`config.mk`:
```
export PLATFORM = sky130hd
export DESIGN_NAME = joy_path_gen
export DESIGN_NICKNAME = d
export VERILOG_FILES = /design/src/rtl/joy_path_gen.sv
export SDC_FILE = /design/constraint.sdc
export NUM_CORES = 1
export LEC_CHECK = 0
export BUFFER_PORTS_ARGS = -buffer_cell sky130_fd_sc_hd__buf_2
export CELL_PAD_IN_SITES_DETAIL_PLACEMENT = 0
export CELL_PAD_IN_SITES_GLOBAL_PLACEMENT = 1
export CORE_ASPECT_RATIO = 0.8
export CORE_MARGIN = 10
export CORE_UTILIZATION = 35
export CTS_CLUSTER_DIAMETER = 80
export DETAILED_ROUTE_END_ITERATION = 16
export GPL_ROUTABILITY_DRIVEN = 0
export PLACE_DENSITY_LB_ADDON = 0.1
export SKIP_CTS_REPAIR_TIMING = 1
export SLEW_MARGIN = 10
export SYNTH_ARGS = -nofsm -noshare
export SYNTH_HDL_FRONTEND = slang
export SYNTH_SLANG_ARGS = --single-unit
```
`constraint.sdc`:
```
create_clock -name clk -period 7.2 [get_ports clk]
set_input_delay 1.44 -clock clk [delete_from_list [all_inputs] [get_ports clk]]
set_output_delay 1.44 -clock clk [all_outputs]
set_load 0.02 [all_outputs]
```
`src/rtl/joy_path_gen.sv`:
```
// Joystick path generator: walks cur_x/cur_y one unit per step toward a
// latched target, resolving y before x, paced by STEP_DIV clock cycles.
module joy_path_gen #(
  parameter int unsigned STEP_DIV = 4
) (
  input  logic       clk,
  input  logic       reset,
  input  logic       start,
  input  logic [7:0] tgt_x,
  input  logic [7:0] tgt_y,
  input  logic       home,
  output logic [1:0] positions,
  output logic       step,
  output logic       busy,
  output logic       done,
  output logic [7:0] cur_x,
  output logic [7:0] cur_y
);

  localparam int unsigned CW = 8;
  localparam logic [CW-1:0] CNT_LOAD = CW'(STEP_DIV - 1);

  localparam logic [1:0] CODE_UP    = 2'b00;
  localparam logic [1:0] CODE_DOWN  = 2'b01;
  localparam logic [1:0] CODE_LEFT  = 2'b10;
  localparam logic [1:0] CODE_RIGHT = 2'b11;

  typedef enum logic [1:0] {
    IDLE = 2'd0,
    RUN  = 2'd1,
    DONE = 2'd2
  } state_t;

  state_t        state_q, state_n;
  logic [CW-1:0] cnt_q, cnt_n;
  logic [7:0]    tx_q, tx_n;
  logic [7:0]    ty_q, ty_n;
  logic [7:0]    cx_n, cy_n;
  logic [1:0]    pos_n;
  logic          step_n, busy_n, done_n;

  // State and registered outputs
  always_ff @(posedge clk) begin
    if (reset) begin
      state_q   <= IDLE;
      cnt_q     <= '0;
      tx_q      <= '0;
      ty_q      <= '0;
      cur_x     <= '0;
      cur_y     <= '0;
      positions <= CODE_UP;
      step      <= 1'b0;
      busy      <= 1'b0;
      done      <= 1'b0;
    end else begin
      state_q   <= state_n;
      cnt_q     <= cnt_n;
      tx_q      <= tx_n;
      ty_q      <= ty_n;
      cur_x     <= cx_n;
      cur_y     <= cy_n;
      positions <= pos_n;
      step      <= step_n;
      busy      <= busy_n;
      done      <= done_n;
    end
  end

  // Next-state and next-output logic
  always_comb begin
    state_n = state_q;
    cnt_n   = cnt_q;
    tx_n    = tx_q;
    ty_n    = ty_q;
    cx_n    = cur_x;
    cy_n    = cur_y;
    pos_n   = positions;
    step_n  = 1'b0;
    done_n  = 1'b0;

    case (state_q)
      IDLE: begin
        if (start) begin
          tx_n    = tgt_x;
          ty_n    = tgt_y;
          cnt_n   = '0;
          state_n = RUN;
        end
      end
      RUN: begin
        if (cnt_q != '0) begin
          cnt_n = cnt_q - CW'(1);
        end else if (cur_y != ty_q) begin
          // Comparison-selected direction cannot overshoot, so no wrap is possible
          step_n = 1'b1;
          cnt_n  = CNT_LOAD;
          if (ty_q > cur_y) begin
            pos_n = CODE_UP;
            cy_n  = cur_y + 8'd1;
          end else begin
            pos_n = CODE_DOWN;
            cy_n  = cur_y - 8'd1;
          end
        end else if (cur_x != tx_q) begin
          step_n = 1'b1;
          cnt_n  = CNT_LOAD;
          if (tx_q > cur_x) begin
            pos_n = CODE_RIGHT;
            cx_n  = cur_x + 8'd1;
          end else begin
            pos_n = CODE_LEFT;
            cx_n  = cur_x - 8'd1;
          end
        end else begin
          state_n = DONE;
          done_n  = 1'b1;
        end
      end
      DONE: begin
        state_n = IDLE;
      end
      default: begin
        state_n = IDLE;
      end
    endcase

    // home aborts any move and overrides start
    if (home) begin
      state_n = IDLE;
      cnt_n   = '0;
      cx_n    = '0;
      cy_n    = '0;
      step_n  = 1'b0;
      done_n  = 1'b0;
    end

    busy_n = (state_n != IDLE);
  end

endmodule
```
# After elaboration in Yosys (flattened, before gate mapping)
# Index checks and enable logic that the tools add are counted.
word_totals:
  inputBits: 20
  wordCells: 58
  reg_bits: 47
  output_inout_bits: 21
classes:
  eq_ne: 5
  n_bitwise: 3
  n_lt_le_gt_ge: 2
  n_addsub: 5
  reduce_logical: 13
  n_mux: 20
ops:
  columns: ["cell", "n"]
  rows:
  - ["two-way mux 8 bit", 6]
  - ["subtractor 8 x 1 -> 8 bit (second input constant)", 3]
  - ["adder 8 x 1 -> 8 bit (second input constant)", 2]
  - ["> comparator 8 bit", 2]
  - ["!= test 8 bit", 2]
  - ["case mux 8 bit (2 select lines)", 1]
  - ["two-way mux 2 bit", 7]
  - ["AND reduction 3 bit", 3]
  - ["nonzero test 8 bit", 1]
  - ["nonzero test 2 bit", 3]
  - ["two-way mux 1 bit", 5]
  - ["OR reduction 5 bit", 1]
  - ["!= test 4 bit (second input constant)", 1]
  - ["case mux 2 bit (2 select lines)", 1]
  - ["AND reduction 4 bit", 1]
  - ["OR reduction 4 bit", 1]
  - ["inverter 1 bit", 3]
  - ["== test 2 x 1 -> 1 bit (second input constant)", 1]
  - ["zero test 2 bit", 1]
  - ["!= test 2 bit (second input constant)", 1]
  - ["AND reduction 2 bit", 1]
  - ["OR reduction 2 bit", 1]

# Longest topological paths before layout
# Gate-level depths: netlist of run 1.
depth:
  word_depth: 7
  ltp_mapped: 14
  ltp_nobuf: 14

# Worst setup path after synthesis of run 1
# Ideal clock, no wire load.
synth_path:
  path_kind: "register -> register"
  start: "register cur_x[7]"
  end: "register cur_x[7]"
  required_time_ps: 7082
  synth_period_minus_slack_ps: 3172
  path_stages_with_launch: 14
  t_arrival_ps: 3054
  setup_slack_ps: 4028
  n_path_buf: 0
  setup_time_ps: 118
  path_cell_list: "dfxtp_1 inv_1 ha_1 nand4_1 nor2_1 a21oi_1 nor2_1 ha_1 a21oi_1 o211ai_1 o41a_1 o21a_1 o21a_1 mux2i_1"
synth_via:
  elab_chain_cells: 2
  elab_cells_between_ends: 6
  cone_classes: "2 x add/sub; 1 x order compare; 1 x eq/ne; 1 x mux; 1 x reduce/logical"
synth_lines:
  columns: ["item", "line_no", "source"]
  rows:
  - ["start, declared", "16", "output logic [7:0] cur_x,"]
  - ["start signal, assigned", "60", "cur_x <= cx_n;"]
  - ["subtractor 8 x 1 -> 8 bit, or another cell as far along", "112", "cx_n = cur_x - 8'd1;"]
  - ["two-way mux 8 bit or AND reduction 4 bit (tied branches)", null, null]
# Several ways; a longest one is shown, not always the timed one.
# A chain may end at the register's enable or synchronous reset.

# Final worst setup path of run 1
layout_path:
  start: "register cur_x[5]"
  end: "register cur_x[7]"
# Same word-level chain as after synthesis.

==> metrics.md, run 1 <==
| Metric | Value |
|---|---|
| Worst r2r src | `cur_x[5]` |
| WP data arrival | `3810 ps` |
| First-pass GRT wire length | `11300 µm` |
| # port buffers | `40` |
| Asr flop ratio synth | `0%` |
| Fillers | `808` |
| Tmin final | `3570 ps` |
| Setup Viol. Count Final | `0` |
| Syn nets | `379` |
| Main synth FF type | `dfxtp_1` |
| Die area | `0.0117 mm²` |
| WS Path Type | `register to register` |
| Comb power frac | `27.1%` |
| Post-DP HPWL | `5110 µm` |
| Setup_tns | `0 ps` |
| Synth Warn # | `0` |
| Max Used Layer | `met4` |
| CP Capture Type | `register` |
| Fmax | `0.280 GHz` |
| Status | `finished, final reports clean` |
| Initial drt markers | `96` |
| Grt total ovfl | `0` |
| Clock Latency Late Sink | `310 ps` |
| Met2 routed WL | `2620 µm` |
| Synth cell types | `46` |
| Starting Density | `36.4%` |
| Critical Path Source | `cur_x[5]` |
| Min-Delay Path Depth | `2` |
| Clk network pwr share | `27.2%` |
| Post-synth EDFFs | `0` |
| Synthesized area per cell | `8.30 µm²` |
| RSZ-0062 raised after global routing | `no` |
| CTS tree | `done` |
| Mapped Cells | `327` |
| Sink Count | `47` |
| CP required | `7440 ps` |
| Standard-cell rows | `28` |
| Hold path startpoint | `ty_q[4]` |
| Worst-case hold path end point | `ty_q[4]` |
| Post-Route WL | `6610 µm` |
| Area contributors post-synth | `dfxtp_1, ha_1, nand2_1` |
| Leak Pwr | `1.33 nW` |
| Final hold violation count | `0` |
| R2r setup slk | `3630 ps` |
| Vias per cell | `4.76` |
| Final net count | `419` |
| Initial antenna violation count | `0` |
| Die span in x | `118 µm` |
| Die height | `98.8 µm` |
| N_diodes | `0` |
| Max Cap Violations | `0` |
| CTS Buf Count | `5` |
| Yosys top cell area share | `34.7%` |
| Residual DRC | `0` |
| DRT Pass-1 Iters | `5` |
| Final count of pins violating max slew | `0` |
| Psw | `0.204 mW` |
| Startpoint type of the worst setup path | `register` |
| Slew @ Worst Pin | `756 ps` |
| Core area | `0.00746 mm²` |
| Routed met1 length | `3660 µm` |
| Worst-case clock buffer depth | `2` |
| Pre-CTS setup slack | `3650 ps` |
| R2R cell count | `13` |
| Vias | `2250` |
| Total GRT Usage | `11.5%` |
| CP Max Fanout | `8` |
| # IOs | `41` |
| Number of global-route vias before repair | `2286` |
| Int Pwr | `0.404 mW` |
| Switch share | `33.6%` |
| Routed wire per std cell | `14.0 µm` |
| Reg2reg end | `cur_x[7]` |
| Leading area contributor after synthesis | `dfxtp_1` |
| Sequential share of the synthesized area | `34.7%` |
| Clock-pin slew on the worst setup and hold paths | `90 ps` |
| Synth Register Bits | `47` |
| Peak supply drop | `0.0824 mV` |
| Clk root buf | `clkbuf_8` |
| Worst Hold Class | `register to register` |
| P&R area growth vs syn | `14.4%` |
| Layout cell share with drive strength beyond 1 | `16.0%` |
| Period utilization | `49.5%` |
| Skew final | `5.77 ps` |
| Post-Synthesis Cell Area | `0.00271 mm²` |
| Pin count of the biggest net entering global routing | `21` |
| H-tree depth | `2` |
| Met3 routed WL | `255 µm` |
| Flop pwr share | `45.7%` |
| Total chip power | `0.609 mW` |
| PwrDens | `196 mW/mm²` |
| Antenna Nets Post-Route | `0` |
| Slack of the critical path | `3630 ps` |
| Relative slew slack | `49.4%` |
[how the worst max path moves through the flow]
stage,to,cells past startpoint
3_3_place_gp,cur_x[7],13
4_1_cts,cur_x[7],13
2_1_floorplan,cur_x[7],13
5_1_grt,cur_x[7],13
6_report,cur_x[7],13
3_5_place_dp,cur_x[7],13
[Yosys cell counts (all sizes together), types with 4 or more instances]
cell and instances:
o211ai 4, inv 23, a21o 4, dfxtp 47, nor2 33, nand4 6
ha 30, nand3 8, nor3 9, xnor2 8, a21oi 38, mux2i 8
xor2 7, o21ai 5, clkbuf 5, nand2 55
[power groups by stage]
stage	Sequential [mW]	Clock [mW]	Combinational (mW)
after CTS	0.278	0.173	0.167
final	0.278	0.165	0.165
after floorplan	0.285	0	0.128
after global routing	0.280	0.184	0.191
after detailed placement	0.284	0	0.165
after global placement	0.284	0	0.167
[registers in the layout, summed over array words and instances (netlist names)]
register,count
state_q,2
cur_y,8
tx_q,8
positions,2
cnt_q,8
busy,1
step,1
ty_q,8
done,1
cur_x,8
[critical path, stage by stage (launching register included)]
cell      delay (ps)
dfxtp_1          420
inv_1             70
ha_1             290
nand4_1          170
nor2_1           380
a21oi_1          130
nor2_1           540
ha_1             360
a21oi_1          190
o211ai_1         150
o41a_1           350
nor3_1           140
o21a_1           150
mux2i_1          170
[metal layers]
layer  GRT usage (%)  vias up
li1                -     1206
met2            16.7       32
met3            2.85        7
met1            16.4     1005
met4            3.37        0
met5               0        -
[logic make-up after synthesis]
group | synth area share (%)
XOR/XNOR | 4.84
AND/OR/NAND/NOR | 22.5
flip-flops | 34.7
AO/OA/AOI/OAI | 15.2
multiplexers | 2.95
adder cells (fa/ha/maj) | 15.3
buffers and inverters | 4.56
[final cells by class]
cell class | count | area, µm² | share of cell area [%]
Inverter | 23 | 86.3 | 2.78
Clock buffer | 5 | 68.8 | 2.22
Multi-Input combinational cell | 249 | 1650 | 53.1
Timing Repair Buffer | 41 | 208 | 6.69
Sequential cell | 47 | 941 | 30.3
Tap cell | 105 | 131 | 4.23
Clock inverter | 3 | 20.0 | 0.645
[stage by stage]
step	utilization [%]	instance area, µm²	cells	hold WS (ps)
3_3_place_gp	40.4	3020	465	448
6_report	41.6	3100	473	465
3_5_place_dp	40.4	3020	465	455
5_1_grt	41.6	3100	473	495
2_1_floorplan	-	2710	327	436
4_1_cts	41.6	3100	473	468
[cells in the final DEF, fill, tap and decap left out, drive strengths merged, types with 2 or more instances in the layout]
| master | Yosys | routed |
|---|---|---|
| or4 | 3 | 3 |
| o21bai | 2 | 2 |
| xor2 | 7 | 7 |
| buf | 3 | 41 |
| ha | 30 | 30 |
| clkinvlp | 0 | 2 |
| o21ai | 5 | 5 |
| and2 | 3 | 3 |
| dfxtp | 47 | 47 |
| xnor2 | 8 | 8 |
| nor3 | 9 | 9 |
| nor2b | 3 | 3 |
| inv | 23 | 23 |
| nand3 | 8 | 8 |
| nand2 | 55 | 55 |
| a21o | 4 | 4 |
| or2 | 3 | 3 |
| o21a | 2 | 2 |
| clkbuf | 5 | 5 |
| nand4 | 6 | 6 |
| a21oi | 38 | 38 |
| fa | 2 | 2 |
| a211oi | 3 | 3 |
| nor2 | 33 | 33 |
| o211ai | 4 | 4 |
| mux2i | 8 | 8 |
(Power assumes the default switching activity.)
==> inputs of run 2 (changes only) <==
- ABC_AREA: not set -> 1
- clock period: 7.2 -> 3.3 ns (I/O delays scaled with it)
==> run 2 against run 1 <==
Sequential power rose by 120%; count of clock-buffer cells in the layout rose by 1; routed wire length rose by 5.3%; clock skew fell by 0.76 ps; combinational power rose by 130%; area after synthesis rose by 5.3%; synthesized cell count rose by 18%; flip-flop and latch count did not move; largest cell class unchanged; largest power group unchanged.
==> metrics.md, run 2 <==
| Metric | Value |
|---|---|
| Family with the most delay on the worst path | `simple AND/OR/NAND/NOR gates` |
| Die span in x | `121 µm (+2.2%)` |
| Post-Route Utilization | `41.1% (-0.52 points)` |
| Clk network pwr share | `32.4% (+5.2 points)` |
| CTS Buf Count | `5 (unchanged)` |
| Non-filler cells, final | `535 (+13%)` |
| Slowest cell on crit path | `ha_1` |
| Final count of pins violating max slew | `0 (unchanged)` |
| Clock-pin slew on the worst setup and hold paths | `100 ps (about the same)` |
| Sequential share of the synthesized area | `32.9% (-1.7 points)` |
| Number of global-route vias before repair | `2325 (+1.7%)` |
| Area contributors post-synth | `dfxtp_1, ha_1, nand2_1` |
| # IOs | `41 (unchanged)` |
| Synth Area in Adders | `14.5% (-0.77 points)` |
| Clk root buf | `clkbuf_8` |
| Final hold violation count | `0 (unchanged)` |
| Hold WS | `472 ps (+6.90 ps)` |
| CTS tree | `done` |
| Final net count | `478 (+14%)` |
| R2r setup slk | `450 ps (-3180 ps)` |
| Initial drt markers | `106 (+10%)` |
| CP Capture Type | `register` |
| Most frequent cells after synthesis | `nand2_1, inv_1, a21oi_1` |
| Synth Register Bits | `47 (unchanged)` |
| Switch share | `32.8% (-0.79 points)` |
| XOR/XNOR share of the synthesized area | `3.06% (-1.8 points)` |
| Die height | `101 µm (+2.1%)` |
| Startpoint type of the worst setup path | `register` |
| Starting Density | `36.0% (-0.41 points)` |
| Initial antenna violation count | `0 (unchanged)` |
| Most common cell after layout, fill and taps aside | `nand2_1` |
| Syn nets | `438 (+16%)` |
| Setup_tns | `0 ps (unchanged)` |
| Hold path startpoint | `tx_q[4]` |
| Cell area after placement | `0.00314 mm² (+4.2%)` |
| Period utilization | `86.2% (+37 points)` |
| N_diodes | `0 (unchanged)` |
| Clock Latency Late Sink | `300 ps (about the same)` |
| Fmax | `0.351 GHz (+25%)` |
| WS Path Type | `register to register` |
| Mux share of post-synthesis cell area | `0% (-3.0 points)` |
| Most frequent cells in the layout | `nand2_1, inv_1, a21oi_1` |
| Reg2reg end | `cur_y[7]` |
| Worst Hold Class | `register to register` |
| Tmin final | `2850 ps (-721 ps)` |
| Main synth FF type | `dfxtp_1` |
| Mapped Cells | `386 (+18%)` |
| Post-DP HPWL | `5360 µm (+5.0%)` |
| Total stage count of the critical path | `19 (+6)` |
| Synth Warn # | `0 (unchanged)` |
| Vias | `2437 (+8.3%)` |
| RSZ-0062 raised after global routing | `no` |
| First-pass GRT wire length | `11600 µm (+2.2%)` |
| Synth Area in Compound Gates | `15.4% (+0.15 points)` |
| Slowest stage delay, CP | `440 ps (-100 ps)` |
| Worst r2r src | `cur_y[1]` |
| Pin count of the biggest net entering global routing | `20 (-4.8%)` |
| Post-Route WL | `6960 µm (+5.3%)` |
| CP required | `3550 ps (-3890 ps)` |
| Grt total ovfl | `0 (unchanged)` |
| Residual DRC | `0 (unchanged)` |
| Antenna Nets Post-Route | `0 (unchanged)` |
| WP data arrival | `3090 ps (-720 ps)` |
| Core area | `0.00795 mm² (+6.5%)` |
| Crit path top cell by count | `nand2_1` |
| Setup Viol. Count Final | `0 (unchanged)` |
| Worst-case hold path end point | `tx_q[4]` |
| Asr flop ratio synth | `0% (unchanged)` |
| Most common cell in the netlist | `nand2_1` |
| Leak Pwr | `1.55 nW (+17%)` |
| Routed wire per std cell | `13.0 µm (-6.9%)` |
| DRT Pass-1 Iters | `4 (-1)` |
| Int Pwr | `0.967 mW (+140%)` |
| Largest family of logic cells by synthesized area | `simple AND/OR/NAND/NOR gates` |
| Status | `finished, final reports clean` |
| Slew @ Worst Pin | `507 ps (-248 ps)` |
| Die area | `0.0122 mm² (+4.3%)` |
| Layout cell share with drive strength beyond 1 | `15.0% (-1.0 points)` |
| CP bufs+invs | `4 (+3)` |
| Post-Place Cells | `527 (+13%)` |
| Sink Count | `47 (unchanged)` |
| Leading area contributor after synthesis | `dfxtp_1` |
| H-tree depth | `2 (unchanged)` |
| P&R area growth vs syn | `14.2%` |
| Simple-gate area share of the yosys netlist | `25.3% (+2.8 points)` |
| Pre-CTS setup slack | `479 ps (-3170 ps)` |
| Vias per cell | `4.56 (-4.2%)` |
| Total chip power | `1.44 mW (+140%)` |
| Comb power frac | `25.8% (-1.3 points)` |
| # port buffers | `40 (unchanged)` |
| Worst-case clock buffer depth | `2 (unchanged)` |
| Max Cap Violations | `0 (unchanged)` |
| Yosys top cell area share | `32.9% (-1.7 points)` |
| Total GRT Usage | `11.5% (+0.027 points)` |
| CP Max Fanout | `8 (unchanged)` |
| PwrDens | `441 mW/mm² (+120%)` |
| Slack of the critical path | `454 ps (-3180 ps)` |
| Psw | `0.472 mW (+130%)` |
| Standard-cell rows | `29 (+3.6%)` |
| Synthesized area per cell | `7.40 µm² (-11%)` |
| Skew final | `5.01 ps (-0.759 ps)` |
| Synth cell types | `34 (-26%)` |
| Relative slew slack | `66.0% (+17 points)` |
| Design area | `0.00326 mm² (+5.2%)` |
| Crit-path cells | `inv_1, ha_1, inv_1, o21bai_1, nand2_1, nand2_1, nand2_1, nand2_1, nand2_1, ha_1, nand3_1, nand3_1, a21oi_1, inv_1, nand3_1, nand3_1, nand2_1, inv_1, nor2_1` |
| Flop pwr share | `41.8% (-3.9 points)` |
| Min-Delay Path Depth | `2 (unchanged)` |
| R2R cell count | `19 (+6)` |
| Post-synth EDFFs | `0 (unchanged)` |
| Post-Synthesis Cell Area | `0.00286 mm² (+5.3%)` |
| Peak supply drop | `0.171 mV (+110%)` |
[run 2: cell count changes after synthesis, sizes merged, moves of 4 or more]
| cell | before | now |
|---|---|---|
| clkbuf | 5 | 1 |
| nand3 | 8 | 19 |
| mux2i | 8 | 0 |
| a31oi | 0 | 4 |
| buf | 3 | 7 |
| nor3 | 9 | 3 |
| inv | 23 | 51 |
| a21oi | 38 | 49 |
| nand2 | 55 | 93 |
| o21ai | 5 | 15 |
| o211ai | 4 | 0 |
[run 2: power groups by stage]
| stage | Combinational, mW | Clock, mW | Sequential [mW] |
|---|---|---|---|
| after floorplan | 0.283 | 0 | 0.619 |
| after global placement | 0.374 | 0 | 0.615 |
| after detailed placement | 0.373 | 0 | 0.615 |
| after CTS | 0.375 | 0.482 | 0.602 |
| after global routing | 0.428 | 0.502 | 0.604 |
| final | 0.372 | 0.466 | 0.601 |
[run 2: worst max path at each step]
stage | slack, ps | start | to
3_5_place_dp | 480 | cur_y[1] | cur_y[7]
5_1_grt | 90 | cur_y[1] | cur_y[7]
3_3_place_gp | 480 | cur_y[1] | cur_y[7]
4_1_cts | 460 | cur_y[1] | cur_y[7]
6_report | 450 | cur_y[1] | cur_y[7]
2_1_floorplan | 760 | cur_y[1] | cur_y[7]
[run 2: worst min-delay path: stages, from the launching register on]
cell,delay [ps]
dfxtp_1,320
nand2_1,60
a21oi_1,50
[run 2: routing by layer]
layer | wire [µm] | GRT usage [%] | up-vias
met2 | 2750 | 16.8 | 43
met5 | 0 | 0 | -
met4 | 24 | 1.94 | 0
met1 | 3780 | 16.5 | 1046
met3 | 404 | 3.47 | 2
li1 | - | - | 1346
[run 2: layout make-up]
type	instances	area, µm²
fill	843	4680
multi-input combinational	279	1660
sequential	47	941
timing repair buffer	41	208
inverter	52	195
tap	108	135
clock buffer	6	82.6
clock inverter	2	38.8
[run 2: logic make-up after synthesis]
kind of cell             count (synthesis)
adder cells (fa/ha/maj)                 32
AND/OR/NAND/NOR                        157
XOR/XNOR                                10
buffers and inverters                   60
AO/OA/AOI/OAI                           80
flip-flops                              47
